--- src/rtl/mkio_tx_encoder.sv ---
`default_nettype none
// +----------------------------------------------------------------------------+
// | Module   : mkio_tx_encoder                                                 |
// | Purpose  : Manchester-II bi-phase word transmitter for the MKIO RT path.   |
// |            Each word goes out as 3 bit-times of sync, 16 data bits MSB     |
// |            first and an odd parity bit: 40 half-bit slots per word.        |
// | Options  : MKIO_TX_PREFETCH_EN adds a one-word holding register so a word  |
// |            accepted during transmission follows with no dead time.         |
// | Params   : HALF_BIT_CLKS  clk cycles per half-bit slot (>= 2)              |
// | Ports    : clk         system clock                                        |
// |            reset       asynchronous, active-high reset                     |
// |            tx_data     word to send, sampled on the tx_ready rising edge   |
// |            tx_cd       0 = command/status sync, 1 = data sync              |
// |            tx_ready    send request (rising edge only)                     |
// |            tx_busy     a new request will not be accepted                  |
// |            line_p      bus driver, true phase                              |
// |            line_n      bus driver, complement phase                        |
// |            tx_en       driver enable                                       |
// |            tx_overrun  1-clk pulse when a request is dropped               |
// | Revision : 1.0  initial release                                            |
// +----------------------------------------------------------------------------+
module mkio_tx_encoder #(
  parameter int HALF_BIT_CLKS = 25
) (
  input  logic        clk,
  input  logic        reset,
  input  logic [15:0] tx_data,
  input  logic        tx_cd,
  input  logic        tx_ready,
  output logic        tx_busy,
  output logic        line_p,
  output logic        line_n,
  output logic        tx_en,
  output logic        tx_overrun
);

  localparam logic [1:0] S_IDLE = 2'd0;
  localparam logic [1:0] S_SYNC = 2'd1;
  localparam logic [1:0] S_DATA = 2'd2;
  localparam logic [1:0] S_PAR  = 2'd3;

  localparam int               DIV_W    = $clog2(HALF_BIT_CLKS);
  localparam logic [DIV_W-1:0] DIV_LAST = DIV_W'(HALF_BIT_CLKS - 1);

  logic [1:0]       state;
  logic [DIV_W-1:0] div;
  logic [5:0]       slot;
  logic [16:0]      shreg;      // {data, parity}; bit 16 is the bit on the line
  logic             cd_r;
  logic             tx_ready_q;

  logic             accept;
  logic             tc;
  logic             active;
  logic             word_end;
  logic             start;
  logic             reject;
  logic [15:0]      start_data;
  logic             start_cd;
  logic             level;

  assign accept   = tx_ready & ~tx_ready_q;
  assign tc       = (div == DIV_LAST);
  assign active   = (state != S_IDLE);
  assign word_end = (state == S_PAR) && tc && (slot == 6'd39);

`ifdef MKIO_TX_PREFETCH_EN
  logic        hold_full;
  logic [15:0] hold_data;
  logic        hold_cd;
  logic        take_direct;
  logic        take_hold;
  logic        start_hold;

  assign tx_busy     = hold_full;
  assign reject      = accept & hold_full;
  assign take_direct = accept & ~hold_full & ~active;
  assign take_hold   = accept & ~hold_full & active;
  // A held word launches on the edge that closes slot 39, so the next sync
  // slot follows the parity slot without a gap.
  assign start_hold  = hold_full & (~active | word_end);
  assign start       = start_hold | take_direct;
  assign start_data  = start_hold ? hold_data : tx_data;
  assign start_cd    = start_hold ? hold_cd   : tx_cd;

  always_ff @(posedge clk or posedge reset) begin
    if (reset) begin
      hold_full <= 1'b0;
      hold_data <= 16'h0000;
      hold_cd   <= 1'b0;
    end else if (take_hold) begin
      hold_full <= 1'b1;
      hold_data <= tx_data;
      hold_cd   <= tx_cd;
    end else if (start_hold) begin
      hold_full <= 1'b0;
    end
  end
`else
  logic busy_r;

  // busy is a registered copy of "shifter active": it rises together with
  // slot 0 on the pins and falls together with tx_en, so the cycle right
  // after the last slot still rejects a request.
  always_ff @(posedge clk or posedge reset) begin
    if (reset) begin
      busy_r <= 1'b0;
    end else begin
      busy_r <= active;
    end
  end

  assign tx_busy    = busy_r;
  assign reject     = accept & (busy_r | active);
  assign start      = accept & ~busy_r & ~active;
  assign start_data = tx_data;
  assign start_cd   = tx_cd;
`endif

  // Half-bit level for the current slot. Data/parity slots pair up as
  // (even = bit value, odd = complement) from slot 6 on.
  always_comb begin
    level = 1'b0;
    case (state)
      S_SYNC:         level = (slot < 6'd3) ? ~cd_r : cd_r;
      S_DATA, S_PAR:  level = slot[0] ? ~shreg[16] : shreg[16];
      default:        level = 1'b0;
    endcase
  end

  always_ff @(posedge clk or posedge reset) begin
    if (reset) begin
      state      <= S_IDLE;
      div        <= '0;
      slot       <= 6'd0;
      shreg      <= 17'd0;
      cd_r       <= 1'b0;
      tx_ready_q <= 1'b0;
      tx_overrun <= 1'b0;
      tx_en      <= 1'b0;
      line_p     <= 1'b0;
      line_n     <= 1'b0;
    end else begin
      tx_ready_q <= tx_ready;
      tx_overrun <= reject;

      // Pins are a registered image of the slot state, one clock behind it.
      tx_en  <= active;
      line_p <= active & level;
      line_n <= active & ~level;

      if (start) begin
        state <= S_SYNC;
        div   <= '0;
        slot  <= 6'd0;
        cd_r  <= start_cd;
        shreg <= {start_data, ~^start_data};
      end else if (active) begin
        if (tc) begin
          div <= '0;
          // Move the next bit up after the second half of each bit cell.
          if ((slot >= 6'd6) && slot[0]) begin
            shreg <= {shreg[15:0], 1'b0};
          end
          if (slot == 6'd39) begin
            state <= S_IDLE;
            slot  <= 6'd0;
          end else begin
            slot <= slot + 6'd1;
            if (slot == 6'd5) begin
              state <= S_DATA;
            end else if (slot == 6'd37) begin
              state <= S_PAR;
            end
          end
        end else begin
          div <= div + 1'b1;
        end
      end
    end
  end

endmodule
`default_nettype wire

--- config.mk ---
export PLATFORM = sky130hd
export DESIGN_NAME = mkio_tx_encoder
export DESIGN_NICKNAME = d
export VERILOG_FILES = /design/src/rtl/mkio_tx_encoder.sv
export SDC_FILE = /design/constraint.sdc
export NUM_CORES = 1
export LEC_CHECK = 0
export ABC_AREA = 1
export ABC_CLOCK_PERIOD_IN_PS = 3700
export CAP_MARGIN = 15
export CORE_ASPECT_RATIO = 1.1
export CORE_MARGIN = 5
export CORE_UTILIZATION = 67
export CTS_CLUSTER_DIAMETER = 50
export CTS_CLUSTER_SIZE = 10
export DETAILED_ROUTE_END_ITERATION = 8
export DONT_BUFFER_PORTS = 1
export GPL_ROUTABILITY_DRIVEN = 0
export PLACE_DENSITY = 0.83
export SLEW_MARGIN = 40
export SYNTH_ARGS = -nofsm -noshare
export SYNTH_HDL_FRONTEND = slang
export SYNTH_SLANG_ARGS = --single-unit
--- constraint.sdc ---
create_clock -name clk -period 3.7 [get_ports clk]
set_input_delay 0.555 -clock clk [delete_from_list [all_inputs] [get_ports clk]]
set_output_delay 0.555 -clock clk [all_outputs]
set_load 0.03 [all_outputs]
# Yosys cells after proc, flatten, opt, wreduce, memory -nomap -nowiden
# Index checks and enable logic that the tools add are counted.
# totals
in_bits	20
output_inout_bits	5
word_cells	65
ff_bits	36
# classes
n_reduce_logical	11
magnitude_cmp	2
n_bitwise	13
n_addsub	2
eq_ne	7
n_mux	20
# op_table
cell	n
$mux W17	4
$mux W6	4
$reduce_xnor A16 Y1	1
$mux W5	3
$eq A6 B6 Y1 const B	2
$mux W2	6
$reduce_bool A2 Y1	4
$add A6 B1 Y6 const B	1
$and A1 B1 Y1	6
$eq A6 B3 Y1 const B	1
$ge A6 B3 Y1 const B	1
$lt A6 B2 Y1 const B	1
$not A1 Y1	6
$reduce_and A3 Y1	2
$add A5 B1 Y5 const B	1
$eq A5 B5 Y1 const B	1
$eq A2 B2 Y1 const B	2
$reduce_bool A4 Y1	1
$eq A2 B1 Y1 const B	1
$mux W1	2
$pmux W1 S2	1
$reduce_and A2 Y1	1
$reduce_or A2 Y1	1
$logic_and A1 B1 Y1	1
$or A1 B1 Y1	1

# Longest topological paths before layout
# depth
depth_word	7
ltp_mapped	11
ltp_nobuf	11

# Worst setup path after synthesis
# No wires, ideal clock.
# synth_path
path_type	register to register
from	reg div[0]
to	reg shreg[10]
t_arrival_ps	1311
required_time_ps	3580
stages_incl_launch_ff	12
path_slack_ps	2269
period_less_slack_ps	1431
path_buffers	1
setup_time_ps	120
cell_sequence	dfrtp_1 -> inv_1 -> ha_1 -> nand4_2 -> clkinv_1 -> nand2_4 -> nor2_4 -> nand2_4 -> nand2_2 -> buf_6 -> o21ai_2 -> o21ai_2
# synth_via
elab_chain_cells	3
# synth_lines
element	line_no	text
start: declaration	46	logic [DIV_W-1:0] div;
start signal: assignment	177	div <= div + 1'b1;
$eq A5 B5 Y1	63	assign tc = (div == DIV_LAST);
$reduce_bool A2 Y1 (no line)	--	
$reduce_and A3 Y1 (no line)	--	
end signal: assignment	157	shreg <= {start_data, ~^start_data};
end signal: assignment	163	shreg <= {shreg[15:0], 1'b0};
end: declaration	48	logic [16:0] shreg;
# Every way passes these cells.
# A chain may end at the register's enable or synchronous reset.

# Worst setup path in the final report
# layout_path
from	reg div[0]
to	reg shreg[6]
# The elaborated chain is that of the path after synthesis.

==> metrics.log <==
INFO  metric hold_violations = 0
INFO  metric overall_power = 739.5 uW
INFO  metric synth-main-ff-cell = dfrtp_1
INFO  metric mappedNetlistArea = 2384 sq um
INFO  metric drtIter0Drc = 118
INFO  metric max-vdd-ir-drop = 0.1615 mV
INFO  metric share_clk_of_total_power = 37.9%
INFO  metric num_vias = 1964
INFO  metric yosys-top-cells-count = 129 x nand2_1, 51 x inv_1, 36 x dfrtp_1
INFO  metric place.detailed.hpwl = 3345 um
INFO  metric drt-vias-per-instance = 5.062
INFO  metric clk-insertion-delay-late = 350 ps
INFO  metric dpl_cell_area = 2387 sq um
INFO  metric cts_repair_resize_count = 0
INFO  metric power_report.internal_total = 556.3 uW
INFO  metric setup_repair_after_global_routing_missed_its_margin = false
INFO  metric design.die.area = 4852 sq um
INFO  metric area.sequential = 900.9 sq um
INFO  metric grt_util_all_layers = 20.77%
INFO  metric port_buffers = 0
INFO  metric overflow_after_grt = 0
INFO  metric tritoncts_clock_tree = yes
INFO  metric drive_above_1_share = 11.18%
INFO  metric holdBufCountCts = 0
INFO  metric nFillCells = 286
INFO  metric cts_max_level = 2
INFO  metric clock_slew_at_the_register_clock_pins_of_the_worst_setup_and_hold_paths = 120 ps
INFO  metric setup_viol = 0
INFO  metric slew_headroom = 63.20%
INFO  metric depth_of_the_most_critical_reg_to_reg_path = 11
INFO  metric critPathLaunchType = register
INFO  metric via_count_of_the_first_global_routing_pass = 1931
INFO  metric synth_edf_count = 0
INFO  metric cts_root_buf = clkbuf_4
INFO  metric hp_class = input port to async pin
INFO  metric clock-sinks = 36
INFO  metric dr.pass1.iters = 4
INFO  metric detail_route.wirelength = 4261 um
INFO  metric async_reset_ff_share = 100.0%
INFO  metric dp_slack = 1806 ps
INFO  metric io_pins = 25
INFO  metric run_status = completed
INFO  metric core_region_area = 3386 sq um
INFO  metric power.density = 299.7 nW/um^2
INFO  metric post_synth_inst_count = 337
INFO  metric finalClockSkew = 10.54 ps
INFO  metric die_h = 72.56 um
INFO  metric antenna_found_initial = 0
INFO  metric synth-seq-cells = 36
INFO  metric power_switching_share = 24.77%
INFO  metric p_comb_share = 8.6%
INFO  metric capturing_point_of_the_worst_reg2reg_path = shreg[6]$_DFFE_PP0P_
INFO  metric ys_types = 34
INFO  metric netlist.top_cell.by_area = dfrtp_1
INFO  metric synth.yosys.warnings = 0
INFO  metric multi_input_area = 1194 sq um
INFO  metric synthesis.area_per_instance = 7.073 sq um
INFO  metric first_pass_grt_wire_length = 7886 um
INFO  metric crit_path_end_kind = register
INFO  metric crit_type = register to register
INFO  metric worstSetupStartpoint = div[0]$_DFFE_PP0P_
INFO  metric worstReg2RegStart = div[0]$_DFFE_PP0P_
INFO  metric layout_worst_path_cycle_share = 51.36%
INFO  metric fmax = 0.5262 GHz
INFO  metric seqPwrFrac = 53.6%
INFO  metric final_antenna_net_count = 0
INFO  metric cp_slowest_cell = dfrtp_1
INFO  metric area_growth_from_synthesis_to_final_layout = 3.517%
INFO  metric clk_path_buf_depth = 2
INFO  metric critPathRequiredTime = 3950 ps
INFO  metric synth.top_cells.by_area = dfrtp_1 38%, nand2_1 20%, inv_1 8.0%
INFO  metric route.detailed.wl_per_inst = 10.98 um
INFO  metric cts_buffers = 5
INFO  metric synth.top_cell.area_share = 37.80%
INFO  metric tightestPinTransition = 551.9 ps
INFO  metric postCtsSetupBuffers = 0
INFO  metric ff2ff_setup_slack = 1800 ps
INFO  metric synth_nets = 362
INFO  metric start_util = 70.40%
INFO  metric finalMaxSlewViolations = 0
INFO  metric power.leakage = 0.001387 uW
INFO  metric layout_min_cycle_time = 1900 ps
INFO  metric setup_ws = 1800 ps
INFO  metric die_x = 66.87 um
INFO  metric max_cap_violations = 0
INFO  metric path_cells = inv_1 > ha_1 > nand4_2 > clkinv_1 > nand2_4 > nor2_4 > nand2_4 > nand2_2 > inv_1 > nand2_1 > nand3_1
INFO  metric critPathMaxStageDelay = 420 ps
INFO  metric grt_max_degree = 25
INFO  metric cp_data_arrival_time = 2150 ps
INFO  metric sequential_fraction_of_the_synthesis_area = 37.80%
INFO  metric num-nets-final = 364
INFO  metric drcViolationCount = 0
INFO  metric path_max_fanout = 12
INFO  metric design_area = 2467 sq um
INFO  metric synth.most_common_cell = nand2_1
INFO  metric tns_setup = 0 ps
INFO  metric switchingPower = 183.2 uW
INFO  metric num_antenna_cells = 0
INFO  metric placement_rows = 22
==> flip-flops by register name, summed over array words and instances, names as in the netlist <==
signal	count
line_n	1
div	5
tx_en	1
tx_ready_q	1
slot	6
tx_overrun	1
state	2
cd_r	1
shreg	17
line_p	1
==> worst max-delay path, delay by kind of cell, from the launching register on <==
kind                       cells  cell delay [ps]
DFF                            1              420
buffers and inverters          3              370
and+or+nand+nor                7              850
adders and majority gates      1              170
==> logic make-up after synthesis <==
| group | after synthesis | synth area share [%] |
|---|---|---|
| AND/OR/NAND/NOR | 189 | 35.12 |
| buffers and inverters | 64 | 12.13 |
| AO/OA/AOI/OAI | 41 | 11.60 |
| flip-flops | 36 | 37.80 |
| adder cells (fa/ha/maj) | 5 | 2.625 |
| XOR/XNOR | 2 | 0.7350 |
==> metal layers <==
layer  vias to the layer above  GRT usage (%)  routed length (um)
met1                       877          25.54                1925
met2                        33          34.69                2076
met4                         0          8.559                  91
li1                       1045              -                   -
met3                         9          4.954                 168
met5                         -              0                   0
==> power groups by stage <==
stage	sequential (uW)	clock, uW	combinational [uW]
after CTS	396	286	64.5
after global placement	404	0	62.4
after floorplan	404	0	52.6
final	396	280	63.3
after detailed placement	404	0	64.2
after global routing	396	302	75.4
==> per-stage QoR <==
step                      utilization [%]  std cells  hold slack [ps]
after floorplan                         -        337            442.2
after global placement              70.51        380            462.6
after detailed placement            70.51        380            468.0
after CTS                           72.88        388            102.7
after global routing                72.88        388            128.8
final                               72.88        388            92.88
==> layout by cell type, fill, tap and decap left out, drive strengths merged <==
cell / Yosys / layout
bufinv: 0 / 1
nand4: 3 / 3
o22ai: 1 / 1
clkinvlp: 0 / 1
nor2: 27 / 27
clkinv: 1 / 2
clkbuf: 0 / 5
xor2: 1 / 1
o21ai: 23 / 23
and3: 1 / 1
o31ai: 1 / 1
inv: 57 / 57
ha: 5 / 5
dfrtp: 36 / 36
a21boi: 1 / 1
a31oi: 1 / 1
xnor2: 1 / 1
a21oi: 8 / 8
nand2: 133 / 133
nor3: 5 / 5
o211ai: 6 / 6
nand3: 20 / 20
buf: 6 / 1
==> worst max-delay path by stage <==
stage,end,depth (start not counted)
final,shreg[6]$_DFFE_PP0P_,11
after global routing,shreg[6]$_DFFE_PP0P_,11
after CTS,shreg[5]$_DFFE_PP0P_,6
after detailed placement,shreg[5]$_DFFE_PP0P_,6
after global placement,shreg[5]$_DFFE_PP0P_,6
after floorplan,shreg[10]$_DFFE_PP0P_,11
==> layout make-up <==
type	instances	share of cell area, %
clock inverters	3	1.724
clock buffers	5	1.521
well taps	48	2.434
inverters	58	9.128
flip-flops and latches	36	36.51
repair buffers	1	0.3043
multi-input cells	237	48.38
Note: power is estimated with default switching activity, not from simulation.
